[config.mk]
export PLATFORM = sky130hd
export DESIGN_NAME = pipe_hazard_ctrl
export DESIGN_NICKNAME = d
export VERILOG_FILES = /design/src/rtl/pipe_hazard_ctrl_pkg.sv /design/src/rtl/pipe_hazard_ctrl_lu_detect.sv /design/src/rtl/pipe_hazard_ctrl.sv
export SDC_FILE = /design/constraint.sdc
export NUM_CORES = 1
export LEC_CHECK = 0
export ABC_AREA = 1
export ABC_CLOCK_PERIOD_IN_PS = 3400
export CORE_ASPECT_RATIO = 0.8
export CORE_MARGIN = 10
export CORE_UTILIZATION = 47
export CTS_CLUSTER_SIZE = 20
export DETAILED_ROUTE_END_ITERATION = 10
export HOLD_SLACK_MARGIN = 0.02
export PLACE_DENSITY_LB_ADDON = 0.15
export SKIP_CTS_REPAIR_TIMING = 1
export SYNTH_ARGS = -nofsm -noshare
export SYNTH_HDL_FRONTEND = slang
export SYNTH_SLANG_ARGS = --single-unit
[constraint.sdc]
create_clock -name clk -period 3.4 [get_ports clk]
set_input_delay 1.02 -clock clk [delete_from_list [all_inputs] [get_ports clk]]
set_output_delay 1.02 -clock clk [all_outputs]
set_load 0.01 [all_outputs]
[src/rtl/pipe_hazard_ctrl_pkg.sv]
// Shared definitions for the pipeline hazard controller and its helpers.
package pipe_hazard_ctrl_pkg;

  // Register-index width used across the pipeline control path.
  localparam int unsigned REG_W = 5;

  // Instruction word muxed into a latch IR input to form a bubble.
  localparam logic [31:0] NOP_INSTR = 32'h0;

  // Multdiv sequencing states.
  typedef enum logic [1:0] {
    IDLE  = 2'd0,
    ISSUE = 2'd1,
    BUSY  = 2'd2,
    DONE  = 2'd3
  } md_state_t;

endpackage

[src/rtl/pipe_hazard_ctrl_lu_detect.sv]
// Load-use hazard detector: the load in X writes a register that the
// instruction in D reads. Register 0 never hazards.
module lu_detect #(
  parameter int unsigned REG_W = 5
) (
  input  logic [REG_W-1:0] fd_rs,
  input  logic [REG_W-1:0] fd_rt,
  input  logic             fd_uses_rs,
  input  logic             fd_uses_rt,
  input  logic [REG_W-1:0] dx_rd,
  input  logic             dx_is_load,
  output logic             lu
);

  // Compare both D sources against the X destination.
  always_comb begin
    lu = dx_is_load && (dx_rd != '0) &&
         ((fd_uses_rs && (fd_rs == dx_rd)) ||
          (fd_uses_rt && (fd_rt == dx_rd)));
  end

endmodule

[src/rtl/pipe_hazard_ctrl.sv]
// Central sequencing controller for the 5-stage pipeline: latch enables,
// bubble selects and multdiv occupancy tracking with a watchdog.
module pipe_hazard_ctrl
  import pipe_hazard_ctrl_pkg::*;
#(
  parameter int unsigned REG_W      = pipe_hazard_ctrl_pkg::REG_W,
  parameter int unsigned MD_TIMEOUT = 64,
  parameter int unsigned CNT_W      = 7
) (
  input  logic             clk,
  input  logic             clr_n,
  input  logic [REG_W-1:0] fd_rs,
  input  logic [REG_W-1:0] fd_rt,
  input  logic             fd_uses_rs,
  input  logic             fd_uses_rt,
  input  logic [REG_W-1:0] dx_rd,
  input  logic             dx_is_load,
  input  logic             dx_is_multdiv,
  input  logic             x_branch_taken,
  input  logic             md_rdy,
  output logic             pc_en,
  output logic             fd_en,
  output logic             dx_en,
  output logic             xm_en,
  output logic             mw_en,
  output logic             fd_nop,
  output logic             dx_nop,
  output logic             xm_nop,
  output logic             md_en,
  output logic             md_result_sel,
  output logic             md_timeout,
  output logic             md_busy
);

  localparam logic [CNT_W-1:0] CNT_MAX = CNT_W'(MD_TIMEOUT - 1);

  md_state_t        state, state_nxt;
  logic [CNT_W-1:0] cnt, cnt_nxt;
  logic             to_flag, to_flag_nxt;
  logic             lu;

  lu_detect #(
    .REG_W(REG_W)
  ) u_lu_detect (
    .fd_rs      (fd_rs),
    .fd_rt      (fd_rt),
    .fd_uses_rs (fd_uses_rs),
    .fd_uses_rt (fd_uses_rt),
    .dx_rd      (dx_rd),
    .dx_is_load (dx_is_load),
    .lu         (lu)
  );

  // State, BUSY-cycle counter and watchdog flag registers.
  always_ff @(posedge clk or negedge clr_n) begin
    if (!clr_n) begin
      state   <= IDLE;
      cnt     <= '0;
      to_flag <= 1'b0;
    end else begin
      state   <= state_nxt;
      cnt     <= cnt_nxt;
      to_flag <= to_flag_nxt;
    end
  end

  // Next-state and per-stage enable/bubble decisions.
  always_comb begin
    state_nxt     = state;
    cnt_nxt       = cnt;
    to_flag_nxt   = to_flag;
    pc_en         = 1'b1;
    fd_en         = 1'b1;
    dx_en         = 1'b1;
    xm_en         = 1'b1;
    mw_en         = 1'b1;
    fd_nop        = 1'b0;
    dx_nop        = 1'b0;
    xm_nop        = 1'b0;
    md_en         = 1'b0;
    md_result_sel = 1'b0;
    md_timeout    = 1'b0;
    md_busy       = (state == ISSUE) || (state == BUSY);

    unique case (state)
      IDLE: begin
        if (x_branch_taken) begin
          fd_nop = 1'b1;
          dx_nop = 1'b1;
        end else if (dx_is_multdiv) begin
          md_en     = 1'b1;
          pc_en     = 1'b0;
          fd_en     = 1'b0;
          dx_en     = 1'b0;
          xm_nop    = 1'b1;
          state_nxt = ISSUE;
        end else if (lu) begin
          pc_en  = 1'b0;
          fd_en  = 1'b0;
          dx_nop = 1'b1;
        end
      end
      ISSUE: begin
        pc_en     = 1'b0;
        fd_en     = 1'b0;
        dx_en     = 1'b0;
        xm_nop    = 1'b1;
        cnt_nxt   = '0;
        state_nxt = BUSY;
      end
      BUSY: begin
        pc_en  = 1'b0;
        fd_en  = 1'b0;
        dx_en  = 1'b0;
        xm_nop = 1'b1;
        if (md_rdy) begin
          to_flag_nxt = 1'b0;
          state_nxt   = DONE;
        end else if (cnt == CNT_MAX) begin
          to_flag_nxt = 1'b1;
          state_nxt   = DONE;
        end else begin
          cnt_nxt = cnt + 1'b1;
        end
      end
      DONE: begin
        md_result_sel = 1'b1;
        md_timeout    = to_flag;
        to_flag_nxt   = 1'b0;
        state_nxt     = IDLE;
        if (lu) begin
          pc_en  = 1'b0;
          fd_en  = 1'b0;
          dx_nop = 1'b1;
        end
      end
      default: state_nxt = IDLE;
    endcase

    // Reset forces the whole pipeline frozen with bubbles selected.
    if (!clr_n) begin
      pc_en         = 1'b0;
      fd_en         = 1'b0;
      dx_en         = 1'b0;
      xm_en         = 1'b0;
      mw_en         = 1'b0;
      fd_nop        = 1'b1;
      dx_nop        = 1'b1;
      xm_nop        = 1'b1;
      md_en         = 1'b0;
      md_result_sel = 1'b0;
      md_timeout    = 1'b0;
      md_busy       = 1'b0;
    end
  end

endmodule

[Word level (Yosys, flattened, before mapping)]
Cells that the tools add are included.
Widths: inputs -> output; s select.
Operators by class
  add/sub/neg operators: 1
  equal/unequal tests: 11
  mux-type cells: 40
  reductions and logical operators: 14
Operators with widths (count)
  $mux 1: 27
  $mux 7: 2
  $pmux 7 s2: 1
  $eq 5x5->1: 2
  $mux 2: 4
  $ne 2x2->1 const B: 4
  $pmux 1 s2: 4
  $pmux 2 s4: 1
  $add 7x1->7 const B: 1
  $eq 7x6->1 const B: 1
  $reduce_and 3->1: 2
  $reduce_bool 5->1: 1
  $eq 2x2->1 const B: 2
  $logic_and 1x1->1: 4
  $reduce_bool 2->1: 2
  $ne 3x2->1 const B: 1
  $pmux 1 s3: 1
  $eq 2x1->1 const B: 1
  $logic_not 2->1: 1
  $logic_or 1x1->1: 2
  $reduce_and 2->1: 1
  $reduce_or 2->1: 1
Word-level totals
  register bits after elaboration: 10
  bits of input ports: 23
  output and inout port bits: 12
  logic and storage cells: 69

[Logic depth before layout (Yosys ltp)]
  word-level depth: 9
  gate-level depth with buffers: 12
  mapped depth without buffers: 11

[Hierarchy]
From an unflattened synthesis, not the netlist that was laid out.
Unflattened totals
  cells, all modules: 167
  area total of the unflattened synthesis: 1002.2 µm²
Modules (own cells, without submodules)
  pipe_hazard_ctrl: instances 1, cells each 112, area each 785.8 µm²
  lu_detect: instances 1, cells each 55, area each 216.5 µm²

[Worst setup path after synthesis]
No wires, ideal clock.
  path kind: input-to-output
  from: in dx_rd[2]
  to: out pc_en
  arrival: 1.814 ns
  required time: 2.380 ns
  slack: 0.566 ns
  cell stages on the path: 10
  cells stage by stage: inv_1 -> nand4_1 -> o21ai_0 -> inv_1 -> nand2_1 -> nand2_1 -> nand2_1 -> nand2_1 -> inv_1 -> buf_4
On the way
  cells in the longest elaborated chain, start to end: 9
RTL lines
  from (decl): line pipe_hazard_ctrl.sv:16  | input logic [REG_W-1:0] dx_rd,
  $eq 5x5->1 (on tied branches): line pipe_hazard_ctrl_lu_detect.sv:18, pipe_hazard_ctrl_lu_detect.sv:19
  $logic_and 1x1->1 (on tied branches): line pipe_hazard_ctrl_lu_detect.sv:18, pipe_hazard_ctrl_lu_detect.sv:19
  $logic_or 1x1->1: line pipe_hazard_ctrl_lu_detect.sv:18  | ((fd_uses_rs && (fd_rs == dx_rd)) ||
  $logic_and 1x1->1 *: line pipe_hazard_ctrl_lu_detect.sv:17  | lu = dx_is_load && (dx_rd != '0) &&
  $mux 1 *
  $mux 1 (2 in a row)
  $pmux 1 s3 *
  $mux 1 *
  to (decl): line pipe_hazard_ctrl.sv:21  | output logic pc_en,
Mark *: on every way between the ends. The rest lies on a longest branch, timed or not.

[Worst setup path after layout]
  from: in fd_rs[0]
  to: out pc_en
On the way
  cells in the longest elaborated chain, start to end: 9
RTL lines
  from (decl): line pipe_hazard_ctrl.sv:12  | input logic [REG_W-1:0] fd_rs,
  $eq 5x5->1 *: line pipe_hazard_ctrl_lu_detect.sv:18
  $logic_and 1x1->1 *: line pipe_hazard_ctrl_lu_detect.sv:18
  $logic_or 1x1->1 *: line pipe_hazard_ctrl_lu_detect.sv:18
  $logic_and 1x1->1 *: line pipe_hazard_ctrl_lu_detect.sv:17
  $mux 1 *: line pipe_hazard_ctrl.sv:97, pipe_hazard_ctrl.sv:131
  $mux 1: line pipe_hazard_ctrl.sv:90  | end else if (dx_is_multdiv) begin
  $mux 1: line pipe_hazard_ctrl.sv:87  | if (x_branch_taken) begin
  $pmux 1 s3 *: line pipe_hazard_ctrl.sv:85  | unique case (state)
  $mux 1 *: line pipe_hazard_ctrl.sv:141  | if (!clr_n) begin
Marked as above.

==> impl_metrics.json <==
{
  "status": "completed",
  "period_minus_slack_ps": 3330,
  "yosysMostFrequentCell": "nand2_1",
  "p_per_area_nw_per_um2": 474,
  "path_cells": "clkdlybuf4s50_1, nand2_1, nand2_1, nor2_1, nand3_1, nand2_2, nand2_2, nand2_1, nand2_1, nand2_1, inv_1, dlymetal6s2s_1",
  "drc": 0,
  "vias": 1040,
  "synthFlopType": "dfrtp_1",
  "fin_ws_ps": 65.9,
  "synth_top_cell_by_area": "dfrtp_1",
  "synthTopCellsByCount": "48 x nand2_1, 32 x inv_1, 13 x nor2_1, 10 x dfrtp_1, 9 x nand3_1",
  "yosysTopAreaCellShare_pct": 26.7,
  "viasPerCell": 4.81,
  "io_buffer_count": 34,
  "dieArea_um2": 4190,
  "peakVddDrop_mv": 0.280,
  "path_delay_family": "simple AND/OR/NAND/NOR gates",
  "syn_area_um2": 937,
  "placed_cell_area_um2": 1340,
  "clkPwrFrac_pct": 12.0,
  "rows": 14,
  "slew_headroom_pct": 80.9,
  "cp_common_cell": "nand2_1",
  "cp-start-kind": "input port",
  "holdPathStages": 2,
  "synth-edff-count": 0,
  "fmax_ghz": 0.300,
  "dpl_worst_slack_ps": -415,
  "multi_input_area_um2": 558,
  "routed_wl_mm": 2.75,
  "drive_gt1_share_pct": 16.7,
  "dr.first_iter.drc_count": 62,
  "die_h_um": 59.9,
  "path_class": "input port to output port",
  "fin_cells": 216,
  "max_stage_delay_ps": 410,
  "setup_viol": 0,
  "dr.pass1.iters": 4,
  "gr-total-overflow": 0,
  "whs_endpoint": "to_flag",
  "design_area_um2": 1420,
  "power_frac_seq_pct": 24.2,
  "switching_power_mw": 0.299,
  "period_share_pct": 98.1,
  "rrSetupSlack_ps": 1780,
  "clk_path_buf_depth": 2,
  "cts_buffers": 3,
  "synth_cell_types": 22,
  "timing.max_cap.violations": 0,
  "gp_congestion": 0.844,
  "dp_hpwl_mm": 2.30,
  "path_buf_inv": 3,
  "p_int_mw": 0.374,
  "hold_path.class": "register to register",
  "leakage_nw": 0.923,
  "grt_pass1_vias": 1025,
  "nets": 222,
  "die_x_um": 69.9,
  "wl_per_cell_um": 12.7,
  "hp-start": "to_flag",
  "switching_share_pct": 44.4,
  "clk_pin_slew_ps": 60,
  "yosysWarnings": 0,
  "ys_seq_elements": 10,
  "grt_first_pass_wirelength_mm": 4.39,
  "synth_cells": 151,
  "cp_slowest_cell": "clkdlybuf4s50_1",
  "ff_latch_area_um2": 250,
  "ant_nets": 0,
  "placedCellCount": 213,
  "clk_latency_ps": 270,
  "p_comb_share_pct": 63.8,
  "cts.sinks": 10,
  "reg2reg_depth": 8,
  "worstReg2RegEnd": "cnt[3]",
  "arrival_ps": 2310,
  "async_reset_ff_share_pct": 100,
  "cts_max_level": 1,
  "end_kind": "output port",
  "grt_max_degree": 8,
  "path_max_fanout": 2,
  "yosysSeqAreaShare_pct": 26.7,
  "tightest_slew_ps": 282,
  "fillerInstances": 158,
  "syn_nets": 179,
  "core_um2": 1890,
  "drv_slew": 0,
  "r2r_start": "state[0]",
  "cts_root_buffer": "clkbuf_4",
  "boundaryPins": 35,
  "skew_ps": 5.71,
  "areaGrowthSynthToFinish_pct": 51.7,
  "yosys-top-cells-area": "dfrtp_1 27%, nand2_1 19%, inv_1 13%",
  "crit_required_ps": 2380,
  "grt_usage_pct": 12.5,
  "start_util_pct": 49.5,
  "antenna_cells": 0,
  "finalHoldViolCount": 0,
  "syn_area_per_cell_um2": 6.21,
  "cts_tree": "done",
  "holdWs_ps": 485,
  "antenna_found_initial": 0
}
-- worst min-delay path: cells and delay by family, from the launching register on --
kind / cells / cell delay, ps
and+or+nand+nor: 1 / 50
DFF: 1 / 340
AOI/OAI and AO/OA: 1 / 50
-- final cells by class --
class | count | area share, %
repair buffers | 41 | 31.0
multi-input cells | 106 | 39.3
clock buffers | 3 | 1.58
well taps | 24 | 2.11
flip-flops and latches | 10 | 17.6
inverters | 32 | 8.45
-- kinds of logic (layout without fill, tap and decap cells) --
logic type	count (synthesis)	after routing	share of synthesized area [%]
AND/OR/NAND/NOR	82	82	39.3
buffers and inverters	35	76	15.2
AO/OA/AOI/OAI	18	18	11.2
flip-flops	10	10	26.7
adder cells (fa/ha/maj)	5	5	6.68
XOR/XNOR	1	1	0.935
-- stage by stage --
stage	setup TNS (ps)	total power [mW]	util, %
2_1_floorplan	0	0.414	-
3_3_place_gp	-1220	0.586	70.7
4_1_cts	-1450	0.683	71.9
6_report	0	0.674	75.1
5_1_grt	-19.0	0.732	75.1
3_5_place_dp	-1410	0.600	70.7
-- power groups by stage --
stage	clock network, mW	logic [mW]	registers (mW)
after floorplan	0	0.255	0.159
after global placement	0	0.423	0.163
after detailed placement	0	0.436	0.164
after CTS	0.0821	0.438	0.162
after global routing	0.0872	0.479	0.166
final	0.0811	0.429	0.163
-- flip-flops by register name (all words and copies together), names as in the netlist --
name     flops
cnt          7
state        2
to_flag      1
-- layer usage --
| metal | up-vias | track usage, % | share of wire, % |
|---|---|---|---|
| li1 | 543 | - | - |
| met1 | 467 | 14.2 | 47 |
| met2 | 28 | 21.9 | 48 |
| met3 | 2 | 5.46 | 5.1 |
| met4 | 0 | 1.40 | 0.22 |
| met5 | - | 0 | 0 |
-- layout by cell type (no fill, tap or decap), types with 2 or more instances in the layout --
cell type        synthesis  final
o21ai_1                  4      4
nand3_1                  9      9
o21ai_0                  4      3
clkbuf_4                 0      3
clkdlybuf4s50_1          0     12
dlymetal6s2s_1           0     21
inv_2                    0      4
nand2_2                  4      6
nor2_1                  13     11
buf_4                    3      7
nand2_1                 48     46
a21oi_1                  6      6
dfrtp_1                 10     10
nor2_2                   2      4
nand2_4                  2      2
inv_1                   32     28
ha_1                     5      5
-- how the worst max path moves through the flow --
stage,start,cells after the start,slack [ps],end
3_3_place_gp,dx_rd[3],13,-390,fd_en
6_report,fd_rs[0],12,70,pc_en
4_1_cts,dx_rd[3],13,-420,pc_en
5_1_grt,fd_rs[0],12,-20,pc_en
2_1_floorplan,dx_rd[2],10,570,pc_en
3_5_place_dp,dx_rd[3],13,-410,pc_en
Power figures use the tool's default switching activity.
